[config.mk]
export PLATFORM = sky130hd
export DESIGN_NAME = result_bus_arbiter
export DESIGN_NICKNAME = d
export VERILOG_FILES = /design/src/rtl/result_bus_arbiter.sv
export SDC_FILE = /design/constraint.sdc
export NUM_CORES = 1
export LEC_CHECK = 0
export CORE_MARGIN = 5
export CORE_UTILIZATION = 37
export DETAILED_ROUTE_END_ITERATION = 10
export GPL_TIMING_DRIVEN = 0
export PLACE_DENSITY = 0.71
export SLEW_MARGIN = 20
export SYNTH_ARGS = -nofsm -noshare
export SYNTH_HDL_FRONTEND = slang
export SYNTH_SLANG_ARGS = --single-unit
[constraint.sdc]
create_clock -name clock -period 5.05 [get_ports clock]
set_input_delay 1.01 -clock clock [delete_from_list [all_inputs] [get_ports clock]]
set_output_delay 1.01 -clock clock [all_outputs]
set_load 0.005 [all_outputs]
[src/rtl/result_bus_arbiter.sv]
// Result bus producer: picks up to BUS_COUNT finished stations per cycle in round-robin
// order, frees them combinationally and broadcasts their results on registered lanes.
module result_bus_arbiter #(
    parameter int SIZE               = 32,
    parameter int STATION_COUNT      = 4,
    parameter int STATION_INDEX_SIZE = 2,
    parameter int BUS_COUNT          = 1
) (
    input  logic                                   clock,
    input  logic                                   reset,
    input  logic                                   flush,
    input  logic [STATION_COUNT-1:0]               result_ready,
    input  logic [STATION_COUNT*SIZE-1:0]          result,
    output logic [STATION_COUNT-1:0]               reset_occupied,
    output logic [BUS_COUNT-1:0]                   bus_asserted,
    output logic [BUS_COUNT*STATION_INDEX_SIZE-1:0] bus_source,
    output logic [BUS_COUNT*SIZE-1:0]              bus_value
);

    logic [STATION_INDEX_SIZE-1:0]           rr_pointer;
    logic [STATION_INDEX_SIZE-1:0]           next_pointer_p0;
    logic [SIZE-1:0]                         res_p0 [STATION_COUNT];
    logic [STATION_COUNT-1:0]                avail_p0;
    logic [STATION_COUNT-1:0]                grant_p0;
    logic [BUS_COUNT-1:0]                    lane_vld_p0;
    logic [BUS_COUNT*STATION_INDEX_SIZE-1:0] lane_src_p0;
    logic [BUS_COUNT*SIZE-1:0]               lane_val_p0;

    // Modular station index: base + off wrapped into 0..STATION_COUNT-1 (off <= STATION_COUNT).
    function automatic logic [STATION_INDEX_SIZE-1:0] wrap_index(
        input logic [STATION_INDEX_SIZE-1:0] base,
        input int                            off
    );
        int sum;
        sum = int'(base) + off;
        if (sum >= STATION_COUNT) sum = sum - STATION_COUNT;
        return STATION_INDEX_SIZE'(sum);
    endfunction

    always_comb begin
        for (int i = 0; i < STATION_COUNT; i++) begin
            res_p0[i] = result[i*SIZE +: SIZE];
        end
    end

    // Stage p0: rotate from rr_pointer; lane k takes the first station not claimed by lanes < k.
    always_comb begin
        logic [STATION_INDEX_SIZE-1:0] idx;
        logic                          found;
        avail_p0        = (reset && !flush) ? result_ready : '0;
        grant_p0        = '0;
        lane_vld_p0     = '0;
        lane_src_p0     = '0;
        lane_val_p0     = '0;
        next_pointer_p0 = rr_pointer;
        idx             = '0;
        found           = 1'b0;
        for (int k = 0; k < BUS_COUNT; k++) begin
            found = 1'b0;
            for (int j = 0; j < STATION_COUNT; j++) begin
                idx = wrap_index(rr_pointer, j);
                if (!found && avail_p0[idx]) begin
                    found                                          = 1'b1;
                    avail_p0[idx]                                  = 1'b0;
                    grant_p0[idx]                                  = 1'b1;
                    lane_vld_p0[k]                                 = 1'b1;
                    lane_src_p0[k*STATION_INDEX_SIZE +: STATION_INDEX_SIZE] = idx;
                    lane_val_p0[k*SIZE +: SIZE]                    = res_p0[idx];
                    next_pointer_p0                                = wrap_index(idx, 1);
                end
            end
        end
    end

    assign reset_occupied = grant_p0;

    // Stage p1: registered bus lanes and round-robin pointer.
    always_ff @(posedge clock or negedge reset) begin
        if (!reset) begin
            bus_asserted <= '0;
            bus_source   <= '0;
            bus_value    <= '0;
            rr_pointer   <= '0;
        end else begin
            bus_asserted <= lane_vld_p0;
            bus_source   <= lane_src_p0;
            bus_value    <= lane_val_p0;
            rr_pointer   <= flush ? '0 : next_pointer_p0;
        end
    end

endmodule

**Word-level counts from Yosys, hierarchy flattened**

Index checks and enable logic that the tools add are counted.

- Add/sub/neg operators: 15
- Bitwise operators: 13
- Reduce and logical (&&, ||, !) cells: 13
- Magnitude comparators: 20
- Multiplexer cells: 61

Operator list:

| kind | number |
|---|---|
| $mux 32 | 12 |
| $bmux 32 s2 | 4 |
| $mux 2 | 17 |
| $ge 3x3->1 const B | 11 |
| $mux 4 | 8 |
| $sub 2x1->2 const B | 8 |
| $add 2x1->3 const B | 5 |
| $and 4x4->4 | 3 |
| $lt 2x3->1 const B | 4 |
| $mux 1 | 12 |
| $not 2->3 | 4 |
| $not 4->4 | 3 |
| $or 4x4->4 | 3 |
| $bmux 1 s2 | 4 |
| $demux 1 s2 | 4 |
| $ge 2x1->1 const B | 4 |
| $logic_and 1x1->1 | 8 |
| $add 2x2->3 const B | 2 |
| $reduce_bool 5->1 | 1 |
| $logic_not 1->1 | 4 |
| $ge 2x3->1 const B | 1 |

- Output and inout bits: 39
- Input port bits: 135
- Word-level logic and storage cells: 126
- Register bits: 37

**Longest topological paths before layout**

Gate-level depths: netlist of the first run.

- Depth in word-level cells: 22
- Mapped depth: 18
- Mapped depth without buffers: 10

**Worst setup path after synthesis of the first run**

OpenSTA, ideal clock, no wires.

- Path kind: register to output
- From: register rr_pointer[0]
- To: output reset_occupied[1]
- Stages on the path, launching flop included: 17
- Arrival: 4221 ps
- Setup slack: -181 ps
- Path buffers: 6
- Required time: 4040 ps
- Cell sequence: dfrtp_1 buf_4 clkbuf_1 clkbuf_1 buf_1 inv_1 ha_1 buf_2 mux2_2 a22o_1 a311oi_1 a211o_1 buf_2 a21oi_1 or2_2 mux2i_2 o221ai_1

- Cells in the longest elaborated chain, start to end: 21
- Elaborated cells on any way between the ends: 68
- Those cells by class: add/sub: 7; order compare: 12; mux: 30; bitwise: 9; reduce/logical: 10

RTL lines:

| what | RTL line | source |
|---|---|---|
| start, declared | 20 | `logic [STATION_INDEX_SIZE-1:0] rr_pointer;` |
| start signal, assigned | 88 | `rr_pointer <= flush ? '0 : next_pointer_p0;` |
| $ge 2x3->1 / $sub 2x1->2 (equally long branches) | 36 | `if (sum >= STATION_COUNT) sum = sum - STATION_COUNT;` |
| $mux 2 | 36 |  |
| $lt 2x3->1 (implied by the code) / $ge 2x1->1 (equally long branches) | 64, 65 |  |
| $logic_and 1x1->1 (implied by the code) | 64, 65 |  |
| $mux 1 (implied by the code) | 64, 65 |  |
| $demux 1 s2 | 64, 65 |  |
| $not 4->4 (no line) | -- |  |
| $and 4x4->4 (no line) | -- |  |
| (+5 left out) | -- |  |
| $bmux 1 s2 | 62 | `if (!found && avail_p0[idx]) begin` |
| $mux 1 (implied by the code) | 62 |  |
| $logic_and 1x1->1 | 62 |  |
| $mux 4 | 62 |  |
| $bmux 1 s2 | 62 |  |
| $mux 1 (implied by the code) | 62 |  |
| $logic_and 1x1->1 | 62 |  |
| $mux 4 * | 62 |  |
| end, declared | 14 | `output logic [STATION_COUNT-1:0] reset_occupied,` |

Mark *: on every way between the ends. The rest lies on a longest branch, timed or not. The select of a mux whose other input is x is not followed.

**Worst setup path in the final report of the first run**

- From: register rr_pointer[0]
- To: output reset_occupied[2]

Same word-level chain as after synthesis.

==> results.sh, run 1 <==
export IMPL_multiInputGateArea_um2=3759
export IMPL_syn_area_per_cell_um2=8.247
export IMPL_power_switching_w=0.002173
export IMPL_yosysMostFrequentCell="sky130_fd_sc_hd__mux2i_1"
export IMPL_globalRouteOverflowTotal=0
export IMPL_grt_pass1_vias=6617
export IMPL_grt_setup_unrepaired="yes"
export IMPL_place_worst_setup_slack_ps=-1509
export IMPL_clockRootBuffer="sky130_fd_sc_hd__clkbuf_16"
export IMPL_post_drt_wl_per_cell_um=23.04
export IMPL_worst_hold_path_type="primary input to asynchronous set/reset pin"
export IMPL_swShare_pct=49.26
export IMPL_slew_headroom_pct=35.69
export IMPL_max_slew_violations=0
export IMPL_register_clock_pin_slew_on_the_reported_worst_setup_and_hold_paths_ps=70
export IMPL_core_area_um2=13090
export IMPL_holdBufCountCts=0
export IMPL_setup_worst_path_end_class="output port"
export IMPL_worstSetupStartpointType="register"
export IMPL_route_detailed_vias_per_inst=6.466
export IMPL_initial_core_util_pct=37.31
export IMPL_synth_adder_area_share_pct=1.025
export IMPL_post_synth_top_area_fraction_pct=19.07
export IMPL_synthTopCellsByArea="sky130_fd_sc_hd__mux2i_1 19%, sky130_fd_sc_hd__dfrtp_1 19%, sky130_fd_sc_hd__mux2_2 9.0%"
export IMPL_post_synth_instance_area_um2=4882
export IMPL_finalHoldViolCount=0
export IMPL_edff_count_synth=0
export IMPL_crit_top_cell="sky130_fd_sc_hd__buf_6"
export IMPL_antenna_violating_nets_post_route=0
export IMPL_crit_path_cell_trace="buf_6, clkbuf_8, clkbuf_16, inv_1, ha_1, buf_6, mux2_4, a22o_1, a311oi_1, a211o_1, buf_6, a21oi_1, or2_0, buf_6, mux2i_4, buf_6, o221ai_2, dlygate4sd2_1"
export IMPL_cp_buffers_inverters=9
export IMPL_placed_area_um2=6850
export IMPL_required_worst_endpoint_ps=4040
export IMPL_synth_compound_area_share_pct=38.31
export IMPL_cts_made_buffers=5
export IMPL_outcome="finished clean"
export IMPL_totalWireLength_um=22280
export IMPL_ff_latch_area_um2=927.1
export IMPL_simple_logic_cell_fraction_of_the_synthesized_area_pct=6.356
export IMPL_nNetsFinal=930
export IMPL_mappedNetlistNets=731
export IMPL_fin_area_um2=7358
export IMPL_synth_seq_cells=37
export IMPL_dieArea_um2=15590
export IMPL_cell_types_with_the_highest_counts_after_synthesis="93 x sky130_fd_sc_hd__mux2i_1, 61 x sky130_fd_sc_hd__o21ai_0, 50 x sky130_fd_sc_hd__clkbuf_1, 39 x sky130_fd_sc_hd__mux2_2"
export IMPL_setup_tns_final_ps=0
export IMPL_grt_first_pass_wirelength_um=34620
export IMPL_timing_critical_path_max_delay_family="buffers and inverters"
export IMPL_worst_r2r_endpoint="bus_value[11]$_DFF_PN0_"
export IMPL_power_per_cell_area_nw_per_um2=599.4
export IMPL_worst_endpoint_arrival_ps=3910
export IMPL_cts_sinks=37
export IMPL_period_minus_slack_ps=4921
export IMPL_worstRegToRegCells=17
export IMPL_detail_route_drc_violations=0
export IMPL_power_frac_clock_pct=7.6
export IMPL_detailedRoute_firstIterationViolations=843
export IMPL_seq_area_frac_synth_pct=18.96
export IMPL_timing_rr_start="rr_pointer[0]$_DFFE_PN0P_"
export IMPL_dr_total_vias=6253
export IMPL_die_height_um=124.9
export IMPL_yosys_warnings=0
export IMPL_h_tree_depth=2
export IMPL_leakage_nw=2.593
export IMPL_worst_slew_pin_slew_ps=964.7
export IMPL_setup_reg_to_reg_worst_slack_ps=1280
export IMPL_grtUsageTotal_pct=26.88
export IMPL_crit_path_max_incr_delay_ps=410
export IMPL_drt_pre_antenna_iters=8
export IMPL_ys_dominant_reg_cell="sky130_fd_sc_hd__dfrtp_1"
export IMPL_yosys_cell_types=55
export IMPL_share_comb_of_total_power_pct=80.6
export IMPL_post_route_cells_drive_above_1_share_pct=13.78
export IMPL_antenna_cells_inserted=0
export IMPL_post_synth_top_area_cell="sky130_fd_sc_hd__mux2i_1"
export IMPL_critical_path_slowest_cell="sky130_fd_sc_hd__dfrtp_1"
export IMPL_synth_async_sr_flop_share_pct=100.0
export IMPL_max_freq_mhz=203.2
export IMPL_worstSkewPairLatency_ps=290
export IMPL_globalplace_congestion=0.9508
export IMPL_synth_top_family_by_area="compound AO/OA/AOI/OAI gates"
export IMPL_die_w_um=124.9
export IMPL_vdd_drop_max_v=0.0002804
export IMPL_maximum_number_of_pins_on_one_net_before_global_route_repair=20
export IMPL_detailed_place_hpwl_um=15750
export IMPL_fin_worst_skew_ps=8.692
export IMPL_crit_path_kind="register to output port"
export IMPL_smallest_setup_slack_after_layout_ps=128.9
export IMPL_setup_violations=0
export IMPL_synth_xor_xnor_area_share_pct=0.1794
export IMPL_port_buffer_count=173
export IMPL_synthMuxAreaShare_pct=29.11
export IMPL_seq_power_share_pct=11.8
export IMPL_cts_max_path_buffers=2
export IMPL_antenna_found_initial=0
export IMPL_post_synth_inst_count=592
export IMPL_fin_crit_sh_pct=97.45
export IMPL_cap_viol_max_count=0
export IMPL_syn2layout_area_growth_pct=50.72
export IMPL_tritoncts="done"
export IMPL_worst_path_max_fanout=10
export IMPL_p_int_w=0.002238
export IMPL_placement_rows=42
export IMPL_n_fill_cell=1174
export IMPL_io_pins=174
==> worst max-delay path by stage <==
stage	endpoint	slack (ps)	startpoint	cells past startpoint
floorplan	reset_occupied[1]	5	rr_pointer[0]$_DFFE_PN0P_	16
global placement	reset_occupied[2]	-2430	reset	11
detailed placement	reset_occupied[2]	-1510	rr_pointer[0]$_DFFE_PN0P_	16
CTS	reset_occupied[3]	0.7	rr_pointer[0]$_DFFE_PN0P_	15
global route	reset_occupied[2]	-20	rr_pointer[0]$_DFFE_PN0P_	18
finish	reset_occupied[2]	130	rr_pointer[0]$_DFFE_PN0P_	18
==> per-stage QoR <==
| stage | hold WS [ps] | std cells | power (W) | utilization (%) |
|---|---|---|---|---|
| 3_5_place_dp | 1020 | 942 | 0.003756 | 52.35 |
| 3_3_place_gp | 1101 | 941 | 0.003694 | 52.24 |
| 2_1_floorplan | 714.4 | 592 | 0.002628 | - |
| 5_1_grt | 538.6 | 967 | 0.004671 | 56.23 |
| 4_1_cts | 532.0 | 962 | 0.004288 | 55.86 |
| 6_report | 534.5 | 967 | 0.004411 | 56.23 |
==> kinds of logic (layout without fill, tap and decap cells) <==
| group | count (synthesis) | in the layout |
|---|---|---|
| flip-flops | 37 | 37 |
| multiplexers | 135 | 135 |
| XOR/XNOR | 1 | 1 |
| AO/OA/AOI/OAI | 289 | 289 |
| adder cells (fa/ha/maj) | 4 | 4 |
| AND/OR/NAND/NOR | 55 | 55 |
| buffers and inverters | 71 | 270 |
==> layout make-up <==
cell class	count	share of cell area (%)
multi-input combinational	484	51.08
sequential	37	12.60
inverter	5	0.2551
clock buffer	7	1.938
timing repair buffer	193	26.29
buffer	65	4.846
tap	176	2.993
==> power by group through the flow <==
stage	Combinational (W)	Sequential, W	Clock, W
finish	0.00355	0.000521	0.000335
global placement	0.00317	0.000525	0
detailed placement	0.00323	0.000526	0
floorplan	0.00210	0.000533	0
CTS	0.00343	0.000520	0.000338
global route	0.00379	0.000534	0.000345
==> repair_timing <==
action | CTS | global route
setup buffers | 13 | 5
cloned | 1 | 0
setup endpoints to repair | 39 | 4
pin swaps | 5 | 3
resized for setup | 51 | 7
==> flip-flops by register name, summed over array words and instances, names as in the netlist <==
name          count
bus_value        32
bus_source        2
rr_pointer        2
bus_asserted      1
==> per-layer routing <==
metal	track usage (%)	up-vias	part of all wire, %
li1	-	2762	-
met1	34.43	2892	40
met2	43.35	518	46
met3	5.017	81	10
met4	13.27	0	3.3
met5	0	-	0
==> cell usage in the layout (no fill, tap or decap), drive strengths merged, types with 3 or more instances in the layout <==
cell	instances
clkdlybuf4s50	167
mux2i	95
o21ai	94
clkbuf	59
mux2	40
dfrtp	37
o221ai	37
o22ai	34
a31oi	34
buf	34
a21oi	33
o21a	28
nand2	25
nor2	7
inv	5
a221oi	5
and2	4
o2111ai	4
ha	4
a211oi	4
nor4bb	3
nand4b	3
(Power assumes the default switching activity.)
==> inputs of run 2 (changes only) <==
--- a/config.mk
+++ b/config.mk
@@ -6,10 +6,10 @@
 export NUM_CORES = 1
 export LEC_CHECK = 0
 export CORE_MARGIN = 5
-export CORE_UTILIZATION = 37
+export CORE_UTILIZATION = 34
 export DETAILED_ROUTE_END_ITERATION = 10
 export GPL_TIMING_DRIVEN = 0
-export PLACE_DENSITY = 0.71
+export PLACE_DENSITY = 0.66
 export SLEW_MARGIN = 20
 export SYNTH_ARGS = -nofsm -noshare
 export SYNTH_HDL_FRONTEND = slang
==> run 2 against run 1 <==
Net effect:
- utilization decreased by 3.1 points
- sequential share of layout area fell by 0.12 points
- routed wire length increased by 5.0%
- die area rose by 8.1%
- clock power increased by 3%
- critical path depth rose by 1
- sequential cell count is the same
- combinational power grew 2%
- final cell count increased by 1.4%
- non-clock buffer count rose by 8
- worst hold slack got worse by 15 ps
- largest power group unchanged
==> results.sh, run 2 (synthesized netlist as in run 1, its figures left out) <==
export IMPL_cts_max_path_buffers=2
export IMPL_final_cells=981
export IMPL_worst_slew_pin_slew_ps=991.4
export IMPL_slew_headroom_pct=33.91
export IMPL_h_tree_depth=2
export IMPL_finalHoldViolCount=0
export IMPL_worstSkewPairLatency_ps=310
export IMPL_maximum_number_of_pins_on_one_net_before_global_route_repair=20
export IMPL_cap_viol_max_count=0
export IMPL_crit_top_cell="sky130_fd_sc_hd__buf_6"
export IMPL_worst_endpoint_arrival_ps=3930
export IMPL_syn2layout_area_growth_pct=52.38
export IMPL_reg_largest_list="bus_value x32, bus_source x2, rr_pointer x2"
export IMPL_final_util_pct=53.18
export IMPL_dieArea_um2=16860
export IMPL_clockRootBuffer="sky130_fd_sc_hd__clkbuf_16"
export IMPL_largest_register="bus_value"
export IMPL_worstSetupStartpointType="register"
export IMPL_outcome="finished clean"
export IMPL_totalWireLength_um=23400
export IMPL_swShare_pct=49.56
export IMPL_grtUsageTotal_pct=25.97
export IMPL_setup_violations=0
export IMPL_antenna_violating_nets_post_route=0
export IMPL_io_pins=174
export IMPL_timing_critical_path_max_delay_family="buffers and inverters"
export IMPL_final_common_cell="sky130_fd_sc_hd__clkdlybuf4s50_1"
export IMPL_p_int_w=0.002270
export IMPL_share_comb_of_total_power_pct=80.7
export IMPL_power_per_cell_area_nw_per_um2=604.8
export IMPL_fin_crit_sh_pct=97.80
export IMPL_critical_path_slowest_cell="sky130_fd_sc_hd__dfrtp_2"
export IMPL_vdd_drop_max_v=0.0002524
export IMPL_detailedRoute_firstIterationViolations=584
export IMPL_grt_first_pass_wirelength_um=34510
export IMPL_setup_worst_path_end_class="output port"
export IMPL_detail_route_drc_violations=0
export IMPL_cp_buffers_inverters=10
export IMPL_port_buffer_count=173
export IMPL_worst_hold_path_type="primary input to asynchronous set/reset pin"
export IMPL_route_detailed_vias_per_inst=6.445
export IMPL_power_switching_w=0.002230
export IMPL_setup_tns_final_ps=0
export IMPL_crit_path_cell_trace="buf_6, clkbuf_16, buf_12, inv_1, ha_1, buf_6, mux2_4, a22oi_2, buf_4, buf_4, nand3_1, a21oi_2, a21oi_1, or2_1, buf_6, mux2i_4, buf_6, o21bai_1, clkdlybuf4s15_1"
export IMPL_register_clock_pin_slew_on_the_reported_worst_setup_and_hold_paths_ps=70
export IMPL_tritoncts="done"
export IMPL_timing_hold_ws_ps=519.8
export IMPL_die_w_um=129.8
export IMPL_leakage_nw=2.607
export IMPL_crit_path_kind="register to output port"
export IMPL_initial_core_util_pct=34.90
export IMPL_largest_reg_flops=32
export IMPL_core_area_um2=13990
export IMPL_globalRouteOverflowTotal=0
export IMPL_required_worst_endpoint_ps=4040
export IMPL_worst_path_max_fanout=10
export IMPL_nNetsFinal=939
export IMPL_grt_pass1_vias=6327
export IMPL_drt_pre_antenna_iters=5
export IMPL_place_detailed_instances=946
export IMPL_max_slew_violations=0
export IMPL_antenna_cells_inserted=0
export IMPL_fin_worst_skew_ps=14.06
export IMPL_post_drt_wl_per_cell_um=23.85
export IMPL_cts_made_buffers=5
export IMPL_globalplace_congestion=0.9116
export IMPL_antenna_found_initial=0
export IMPL_seq_power_share_pct=11.6
export IMPL_period_minus_slack_ps=4939
export IMPL_max_freq_mhz=202.5
export IMPL_dr_total_vias=6323
export IMPL_power_frac_clock_pct=7.7
export IMPL_post_route_cells_drive_above_1_share_pct=15.23
export IMPL_mostFrequentLayoutCells="167 x sky130_fd_sc_hd__clkdlybuf4s50_1, 92 x sky130_fd_sc_hd__mux2i_1, 61 x sky130_fd_sc_hd__o21ai_0"
export IMPL_die_height_um=129.8
export IMPL_cts_sinks=37
export IMPL_detailed_place_hpwl_um=16320
export IMPL_crit_path_max_incr_delay_ps=440
export IMPL_placement_rows=43
==> run 2: cell count changes in the layout (fill, tap and decap cells not counted), moves of 2 or more <==
cell                             previous run  this run
sky130_fd_sc_hd__clkbuf_4                   2         0
sky130_fd_sc_hd__nand2_1                   23        25
sky130_fd_sc_hd__dlymetal6s2s_1             2         0
sky130_fd_sc_hd__clkinv_2                   0         2
sky130_fd_sc_hd__nand2_2                    2         0
sky130_fd_sc_hd__buf_4                     16        23
sky130_fd_sc_hd__clkbuf_8                   4         2
==> run 2: repair_timing <==
item / 4_1_cts / 5_1_grt
pin swaps: 8 / 3
endpoints found under the setup margin: 40 / 4
resized for setup: 55 / 13
gates cloned: 1 / 2
hold buffers: 0 / 0
buffers inserted: 15 / 10
==> run 2: worst reg2reg max path: cells and delay by family, from the launching register on <==
family | cells | cell delay, ps
buf+inv | 8 | 1520
flops | 1 | 440
simple gates | 2 | 360
compound gates | 5 | 910
mux | 1 | 220
fa+ha+maj | 1 | 240
==> run 2: final cells by class <==
type | instances | area (µm²)
Buffer | 65 | 359.1
Clock buffer | 5 | 125.1
Clock inverter | 3 | 17.52
Fill cell | 1309 | 6549
Inverter | 5 | 18.77
Multi-Input combinational cell | 485 | 3780
Sequential cell | 37 | 928.4
Tap cell | 180 | 225.2
Timing Repair Buffer | 201 | 1986
==> run 2: power groups by stage <==
stage / combinational, W / clock, W / sequential, W
3_5_place_dp: 0.00324 / 0 / 0.000527
3_3_place_gp: 0.00319 / 0 / 0.000526
6_report: 0.00363 / 0.000345 / 0.000523
2_1_floorplan: 0.00210 / 0 / 0.000533
4_1_cts: 0.00346 / 0.000347 / 0.000525
5_1_grt: 0.00384 / 0.000351 / 0.000538
==> run 2: per-layer routing <==
metal	vias up	wire length, µm	global-route usage, %	part of all wire [%]
li1	2782	-	-	-
met1	3016	9565	34.34	41
met2	467	10580	41.86	45
met3	58	2633	6.304	11
met4	0	627	8.313	2.7
met5	-	0	0	0
==> run 2: path summary, 6_finish.rpt <==
path / start / end / slack, ps / cells after the start
max in group asynchronous: reset / rr_pointer[0]$_DFFE_PN0P_ / 4070 / 2
setup / recovery: rr_pointer[0]$_DFFE_PN0P_ / reset_occupied[0] / 110 / 19
setup reg to reg: rr_pointer[0]$_DFFE_PN0P_ / bus_value[30]$_DFF_PN0_ / 1200 / 17
min in group clock: rr_pointer[1]$_DFFE_PN0P_ / bus_source[1]$_DFF_PN0_ / 950 / 3
hold reg to reg: rr_pointer[1]$_DFFE_PN0P_ / bus_source[1]$_DFF_PN0_ / 950 / 3
hold / removal: reset / bus_value[12]$_DFF_PN0_ / 520 / 1
==> run 2: stage by stage <==
step	power [W]	instance area (µm²)	worst slack, ps
final	0.004499	7440	111.0
after global routing	0.004733	7440	-7.953
after CTS	0.004334	7341	0.0008882
after detailed placement	0.003764	6855	-1550
after global placement	0.003711	6840	-2462
after floorplan	0.002628	4883	5.258
